`src/rtl/vga_scan_timing.sv`:
```
// 640x480@60 raster timing with a 2:1 pixel enable from CLOCK_50, screen-RAM byte to 10-bit RGB mapping.
// Pin outputs reflect the counter state LAT+1 cycles earlier; pixel_data is sampled LAT cycles after its address.
module vga_scan_timing #(
   parameter int H_ACTIVE   = 640,
   parameter int H_FP       = 16,
   parameter int H_SYNC     = 96,
   parameter int H_BP       = 48,
   parameter int V_ACTIVE   = 480,
   parameter int V_FP       = 10,
   parameter int V_SYNC     = 2,
   parameter int V_BP       = 33,
   parameter int LAT        = 2,
   parameter int COLOR_MODE = 0
) (
   input  logic       CLOCK_50,
   input  logic       reset,
   input  logic [7:0] pixel_data,
   output logic [9:0] x_addr,
   output logic [9:0] y_addr,
   output logic       pix_en,
   output logic       frame_start,
   output logic [9:0] vga_r_DAC,
   output logic [9:0] vga_g_DAC,
   output logic [9:0] vga_b_DAC,
   output logic       vga_clock,
   output logic       vga_hs,
   output logic       vga_vs,
   output logic       vga_blank,
   output logic       vga_sync_dac
);

   localparam int H_TOTAL = H_ACTIVE + H_FP + H_SYNC + H_BP;
   localparam int V_TOTAL = V_ACTIVE + V_FP + V_SYNC + V_BP;

   localparam logic [9:0] C_H_LAST = 10'(H_TOTAL - 1);
   localparam logic [9:0] C_V_LAST = 10'(V_TOTAL - 1);
   localparam logic [9:0] C_H_ACT  = 10'(H_ACTIVE);
   localparam logic [9:0] C_V_ACT  = 10'(V_ACTIVE);
   localparam logic [9:0] C_HS_BEG = 10'(H_ACTIVE + H_FP);
   localparam logic [9:0] C_HS_END = 10'(H_ACTIVE + H_FP + H_SYNC);
   localparam logic [9:0] C_VS_BEG = 10'(V_ACTIVE + V_FP);
   localparam logic [9:0] C_VS_END = 10'(V_ACTIVE + V_FP + V_SYNC);

   logic           r_pix_en;
   logic           r_frame_start;
   logic           r_vga_clock;
   logic [9:0]     r_x;
   logic [9:0]     r_y;
   logic [LAT-1:0] r_act_dly;
   logic [LAT-1:0] r_hs_dly;
   logic [LAT-1:0] r_vs_dly;
   logic           r_hs;
   logic           r_vs;
   logic           r_blank;
   logic [9:0]     r_r;
   logic [9:0]     r_g;
   logic [9:0]     r_b;

   logic           w_x_last;
   logic           w_y_last;
   logic           w_active;
   logic           w_hs_raw;
   logic           w_vs_raw;
   logic [9:0]     w_r;
   logic [9:0]     w_g;
   logic [9:0]     w_b;

   assign w_x_last = (r_x == C_H_LAST);
   assign w_y_last = (r_y == C_V_LAST);
   assign w_active = (r_x < C_H_ACT) && (r_y < C_V_ACT);
   assign w_hs_raw = ~((r_x >= C_HS_BEG) && (r_x < C_HS_END));
   assign w_vs_raw = ~((r_y >= C_VS_BEG) && (r_y < C_VS_END));

   always_ff @(posedge CLOCK_50 or negedge reset) begin
      if (!reset) begin
         r_pix_en      <= 1'b0;
         r_vga_clock   <= 1'b0;
         r_frame_start <= 1'b0;
         r_x           <= '0;
         r_y           <= '0;
      end else begin
         r_pix_en      <= ~r_pix_en;
         r_vga_clock   <= ~r_pix_en;
         r_frame_start <= r_pix_en && w_x_last && w_y_last;
         if (r_pix_en) begin
            if (w_x_last) begin
               r_x <= '0;
               r_y <= w_y_last ? 10'd0 : r_y + 10'd1;
            end else begin
               r_x <= r_x + 10'd1;
            end
         end
      end
   end

   always_comb begin
      w_r = '0;
      w_g = '0;
      w_b = '0;
      if (COLOR_MODE == 0) begin
         if (pixel_data != 8'd0) begin
            w_r = '1;
            w_g = '1;
            w_b = '1;
         end
      end else begin
         w_r = {pixel_data[7:5], pixel_data[7:5], pixel_data[7:5], pixel_data[7]};
         w_g = {pixel_data[4:2], pixel_data[4:2], pixel_data[4:2], pixel_data[4]};
         w_b = {5{pixel_data[1:0]}};
      end
   end

   // Stage 0 of each delay vector is the newest decode; the cast drops the oldest bit.
   always_ff @(posedge CLOCK_50 or negedge reset) begin
      if (!reset) begin
         r_act_dly <= '0;
         r_hs_dly  <= '1;
         r_vs_dly  <= '1;
         r_hs      <= 1'b1;
         r_vs      <= 1'b1;
         r_blank   <= 1'b0;
         r_r       <= '0;
         r_g       <= '0;
         r_b       <= '0;
      end else begin
         r_act_dly <= LAT'({r_act_dly, w_active});
         r_hs_dly  <= LAT'({r_hs_dly, w_hs_raw});
         r_vs_dly  <= LAT'({r_vs_dly, w_vs_raw});
         r_hs      <= r_hs_dly[LAT-1];
         r_vs      <= r_vs_dly[LAT-1];
         r_blank   <= r_act_dly[LAT-1];
         r_r       <= r_act_dly[LAT-1] ? w_r : 10'd0;
         r_g       <= r_act_dly[LAT-1] ? w_g : 10'd0;
         r_b       <= r_act_dly[LAT-1] ? w_b : 10'd0;
      end
   end

   assign x_addr       = r_x;
   assign y_addr       = r_y;
   assign pix_en       = r_pix_en;
   assign frame_start  = r_frame_start;
   assign vga_clock    = r_vga_clock;
   assign vga_hs       = r_hs;
   assign vga_vs       = r_vs;
   assign vga_blank    = r_blank;
   assign vga_r_DAC    = r_r;
   assign vga_g_DAC    = r_g;
   assign vga_b_DAC    = r_b;
   assign vga_sync_dac = 1'b0;

endmodule
```
`config.mk`:
```
export PLATFORM = sky130hd
export DESIGN_NAME = vga_scan_timing
export DESIGN_NICKNAME = d
export VERILOG_FILES = /design/src/rtl/vga_scan_timing.sv
export SDC_FILE = /design/constraint.sdc
export NUM_CORES = 1
export LEC_CHECK = 0
export BUFFER_PORTS_ARGS = -buffer_cell sky130_fd_sc_hd__buf_2
export CAP_MARGIN = 20
export CORE_MARGIN = 3
export CORE_UTILIZATION = 45
export CTS_CLUSTER_SIZE = 25
export DETAILED_ROUTE_END_ITERATION = 8
export GPL_ROUTABILITY_DRIVEN = 0
export PLACE_DENSITY = 0.86
export SYNTH_ARGS = -nofsm -noshare
export SYNTH_HDL_FRONTEND = slang
export SYNTH_SLANG_ARGS = --single-unit
```
`constraint.sdc`:
```
create_clock -name CLOCK_50 -period 2.7 [get_ports CLOCK_50]
set_input_delay 0.54 -clock CLOCK_50 [delete_from_list [all_inputs] [get_ports CLOCK_50]]
set_output_delay 0.54 -clock CLOCK_50 [all_outputs]
set_load 0.05 [all_outputs]
```
==> summary.md, run 1 <==
| Metric | Value |
|---|---|
| Status | `finished clean` |
| Combinational share of power | `3.2%` |
| PortBufs | `65` |
| Core area | `3416 um^2` |
| DR pass1 iterations | `4` |
| Critical Path RT | `2160 ps` |
| EDFF count, synth | `0` |
| Post-route cell area | `1844 um^2` |
| Share of layout cells above drive strength 1 | `between 40% and 50%` |
| Power Internal | `just under 0.6 mW` |
| # hold bufs at CTS | `0` |
| Area share of the largest cell type after synthesis | `between 30% and 40%` |
| Worst path slowest cell | `dfrtp_1` |
| CTS tree | `done` |
| I/O pins | `67` |
| Ys async rst share | `100.0%` |
| DRC | `0` |
| Cts bufs inserted | `5` |
| Antenna diodes | `0` |
| Post-route insts no fill | `about 250` |
| Vias in the first global route | `between 1000 and 1500` |
| Clock transition at path regs | `110 ps` |
| Element type at the critical path end | `primary output` |
| Clock Latency Late Sink | `340 ps` |
| Chip Width | `66.33 um` |
| Setup WS pre-CTS | `about 810 ps` |
| Syn avg cell area | `10.37 um^2` |
| Most frequent cells in the layout | `65 x buf_2, 26 x dfrtp_1, 12 x nand2_1, 11 x nand3_1, 9 x xnor2_1` |
| Crit share post-route | `72.32%` |
| PwrDens | `roughly 420 nW/um^2` |
| Cell accounting for the most synthesized area | `dfrtp_1` |
| Clock tree root buffer cell | `clkbuf_4` |
| Crit path cell chain | `buf_2` |
| Top_reg_cell synth | `dfrtp_1` |
| Maximum clock frequency | `between 500 and 600 MHz` |
| Switch share | `around 24%` |
| Initial antenna violation count | `0` |
| Fill count | `313` |
| Slew HR | `roughly 54%` |
| Share of power burned in registers | `61.9%` |
| Placed inst area | `approximately 1800 um^2` |
| Max-slew violation count | `0` |
| Slew @ Worst Pin | `approximately 690 ps` |
| Max cap viols | `0` |
| Most common cell after layout, fill and taps aside | `buf_2` |
| Fin nets | `213` |
| First-pass GRT wire length | `slightly below 5 mm` |
| Post-placement cell count | `238` |
| Total track usage | `15.24%` |
| Worst vdd ir | `0.3382 mV` |
| Register bit total from synthesis | `32` |
| GRT overflow | `0` |
| Routed len/inst | `12.48 um` |
| Critical-path maximum fanout | `30` |
| Leak | `0.8764 nW` |
| Worst clock skew | `14.60 ps` |
| Area grow syn2layout | `12.61%` |
| Net switching power | `0.1898 mW` |
| Setup TNS | `0 ps` |
| Slowest Stage Delay on Critical Path | `710 ps` |
| H-Tree Depth | `2` |
| Post-synthesis instance total | `158` |
| Post-cts sizing count | `0` |
| CP top delay family | `flip-flops` |
| Post-synthesis sequential area ratio | `49.35%` |
| Die area | `4400 um^2` |
| Initial core utilization | `47.95%` |
| DP HPWL | `2.270 mm` |
| Synth warnings | `0` |
| Fin util | `53.99%` |
| Synth unique cells | `32` |
| PnR worst setup slack | `747.3 ps` |
| CTS max path bufs | `2` |
| Clock Power Share | `a little over a third` |
| Worst Path Arrival | `1410 ps` |
| Hold crit path type | `primary input to async pin` |
| Total number of vias | `1223` |
| Row count | `21` |
| Mapped Area | `1638 um^2` |
| Fin crit period | `between 1500 and 2000 ps` |
| RSZ-0062 raised after global routing | `no` |
| # setup viols final | `0` |
| Postcts setup bufs | `0` |
| Final Total Pwr | `0.7749 mW` |
| Antenna-violating nets left | `0` |
| Final Hold Fails | `0` |
| Buf/Inv on CP | `1` |
| Syn_nets | `172` |
| Routed wire length | `3.071 mm` |
| Die extent in y | `between 60 and 70 um` |
| Largest net degree at the start of global routing | `33` |
| Crit start category | `flip-flop` |
| Worst setup path class | `flip-flop to primary output` |
| DR iter-0 viols | `30` |
| Clock Sink Count | `32` |
| Final hold slack | `228.1 ps` |
| Synth area leaders | `dfrtp_1 40%, buf_4 14%, dfstp_2 9.6%` |
| Vias/cell | `4.972` |
logic make-up after synthesis:
kind of cell	share of synthesized area [%]
XOR/XNOR	6.952
AND/OR/NAND/NOR	20.55
flip-flops	49.35
buffers and inverters	15.36
other	0.2290
AO/OA/AOI/OAI	3.897
adder cells (fa/ha/maj)	3.056
multiplexers	0.6112
power by group through the flow:
stage	clock [mW]	combinational (mW)	sequential, mW
detailed placement	0	0.0259	0.489
global placement	0	0.0255	0.489
finish	0.270	0.0249	0.480
CTS	0.280	0.0259	0.480
global route	0.305	0.0277	0.480
floorplan	0	0.0118	0.489
layer usage:
layer / up-vias / global-route usage [%] / wire length (um)
li1: 590 / - / -
met1: 565 / 17.68 / 1327
met2: 64 / 25.28 / 1367
met3: 4 / 4.082 / 313
met4: 0 / 8.376 / 63
met5: - / 0 / 0
final cells by class:
cell class                      instances  area [um^2]  share of cell area, %
Inverter                                5        18.77                  1.018
Clock buffer                            5        37.54                  2.035
Sequential cell                        32        808.3                  43.83
Timing Repair Buffer                   65        325.3                  17.64
Multi-Input combinational cell         90        578.1                  31.34
Clock inverter                          3        18.77                  1.018
Tap cell                               46        57.56                  3.121
flip-flops by register name, summed over array words and instances (netlist names):
signal,count
x_addr,10
vga_g_DAC,1
r_vs_dly,2
vga_vs,1
vga_blank,1
vga_clock,1
r_act_dly,2
y_addr,10
vga_hs,1
frame_start,1
r_hs_dly,2
final timing paths:
| kind | startpoint | end | slack, ps | cells past startpoint |
|---|---|---|---|---|
| worst max-delay path | vga_g_DAC[8] | vga_r_DAC[0] | 750 | 1 |
| worst min-delay path | reset | y_addr[6] | 230 | 1 |
| worst max register to register | x_addr[0] | y_addr[9] | 780 | 5 |
| worst min register to register | r_hs_dly[0] | r_hs_dly[1] | 360 | 0 |
| max in group asynchronous | reset | x_addr[6] | 2010 | 1 |
| min in group CLOCK_50 | r_hs_dly[0] | r_hs_dly[1] | 360 | 0 |
synthesized netlist by cell type, drive strengths merged (2+ instances only):
cell type,instances
buf,31
dfrtp,26
nand2,12
nand3,11
xnor2,9
nor2,8
dfstp,6
and3,5
inv,5
nor3,5
nor4,5
and2,4
ha,4
o21ai,4
xor2,4
nand4,3
and4,2
or4,2
Note: power is estimated with default switching activity, not from simulation.
==> run 2: changes to the inputs <==
CORE_UTILIZATION = 43   (was 45)
clock period = 1.68 ns   (was 2.7 ns; I/O delays follow)
==> summary.md, run 2 (synthesis results as in run 1) <==
| Metric | Value |
|---|---|
| Critical-path maximum fanout | `4` |
| Crit start category | `flip-flop` |
| Worst vdd ir | `0.7050 mV` |
| Final Total Pwr | `1.459 mW` |
| Routed wire length | `3.395 mm` |
| CTS max path bufs | `2` |
| DR iter-0 viols | `22` |
| Chip Width | `67.72 um` |
| DP HPWL | `roughly 2.6 mm` |
| Total number of vias | `1329` |
| RSZ-0062 raised after global routing | `yes` |
| Vias in the first global route | `1181` |
| Critical Path RT | `1840 ps` |
| CTS tree | `done` |
| Max-slew violation count | `0` |
| Fin crit period | `between 1500 and 2000 ps` |
| Final Hold Fails | `0` |
| # setup viols final | `0` |
| Clock Sink Count | `32` |
| GRT overflow | `0` |
| Fill count | `280` |
| PwrDens | `~690 nW/um^2` |
| Footprint of the multi-input gates | `646.9 um^2` |
| Final hold slack | `351.0 ps` |
| Element type at the critical path end | `flip-flop` |
| Clock Latency Late Sink | `290 ps` |
| Initial core utilization | `46.87%` |
| Leak | `1.009 nW` |
| R2R setup slack | `40 ps` |
| PortBufs | `65` |
| Total track usage | `16.58%` |
| Clock tree root buffer cell | `clkbuf_8` |
| Routed len/inst | `12.86 um` |
| Core area | `3495 um^2` |
| Cts bufs inserted | `5` |
| Crit share post-route | `97.35%` |
| Worst Path Arrival | `1800 ps` |
| Register area | `820.8 um^2` |
| H-Tree Depth | `2` |
| I/O pins | `67` |
| Area grow syn2layout | `29.41%` |
| Initial antenna violation count | `0` |
| Max cap viols | `0` |
| Die area | `roughly 4600 um^2` |
| Fin nets | `roughly 230` |
| Clock transition at path regs | `~60 ps` |
| Vias/cell | `5.034` |
| Antenna-violating nets left | `0` |
| Die extent in y | `67.72 um` |
| Worst setup path class | `flip-flop to flip-flop` |
| Worst clock skew | `8.337 ps` |
| DRC | `0` |
| Antenna diodes | `0` |
| DR pass1 iterations | `4` |
| Most frequent cells in the layout | `65 x buf_2, 16 x dfrtp_1, 16 x buf_4, 12 x nand2_1` |
| Maximum clock frequency | `between 600 and 700 MHz` |
| Share of layout cells above drive strength 1 | `a little over half` |
| Hold crit path type | `flip-flop to flip-flop` |
| Largest net degree at the start of global routing | `31` |
| Status | `finished clean` |
| First-pass GRT wire length | `5.416 mm` |
| Most common cell after layout, fill and taps aside | `buf_2` |
| Row count | `21` |
## run 2: cell types whose count changed in the layout (fill, tap and decap cells not counted), moves of 5 or more
| cell | change |
|---|---|
| dfrtp_2 | +10 |
| buf_4 | +16 |
| clkbuf_4 | -5 |
| clkbuf_8 | +7 |
| dfrtp_1 | -10 |
## run 2: area by class of cell
type	instances	area share, %
Sequential cell	32	38.72
Multi-Input combinational cell	90	30.52
Timing Repair Buffer	83	22.43
Clock buffer	8	4.723
Tap cell	46	2.715
Inverter	5	0.8855
## run 2: where the power goes
| group | internal [mW] | leakage, nW | switching, mW |
|---|---|---|---|
| Combinational | 0.0155 | 0.579 | 0.0326 |
| Sequential | 0.771 | 0.378 | 0.000390 |
| Clock | 0.373 | 0.0515 | 0.266 |
| Total | 1.16 | 1.01 | 0.299 |
## run 2: worst paths after layout
check                             startpoint            to  depth (start not counted)
worst max-delay path               x_addr[6]     y_addr[4]                          4
min in group asynchronous              reset     y_addr[2]                          2
worst max register to register     x_addr[6]     y_addr[4]                          4
worst min-delay path            r_act_dly[0]  r_act_dly[1]                          0
worst min register to register  r_act_dly[0]  r_act_dly[1]                          0
max in group asynchronous              reset   r_hs_dly[1]                          3
## run 2: critical path, cell delays in order, from the launching register on
cell and delay, ps:
dfrtp_2 410, or4b_4 590, nor4_4 310, xnor2_1 150, nor2_1 50
## run 2: repair_timing
action | 4_1_cts | 5_1_grt
endpoints found under the hold margin | 13 | 0
setup buffers | 0 | 3
pin swaps | 0 | 3
hold buffers | 1 | 0
setup endpoints to repair | 2 | 10
gates resized for setup | 0 | 9
## run 2: metal layers
layer  GRT usage, %  wire (um)
met3          6.656        383
met4          8.608         70
met1          19.30       1386
met5              0          0
met2          26.12       1555
## run 2: metrics by stage
stage | setup slack [ps] | TNS, ps | area (um^2) | util, % | instances
after floorplan | -96.70 | -285.3 | 1679 | - | 158
after global placement | 29.70 | 0 | 1947 | 55.71 | 252
after detailed placement | -7.370 | -8.375 | 1947 | 55.71 | 252
after CTS | -18.10 | -28.43 | 2057 | 58.86 | 261
after global routing | -48.18 | -67.82 | 2120 | 60.65 | 264
final | 44.48 | 0 | 2120 | 60.65 | 264
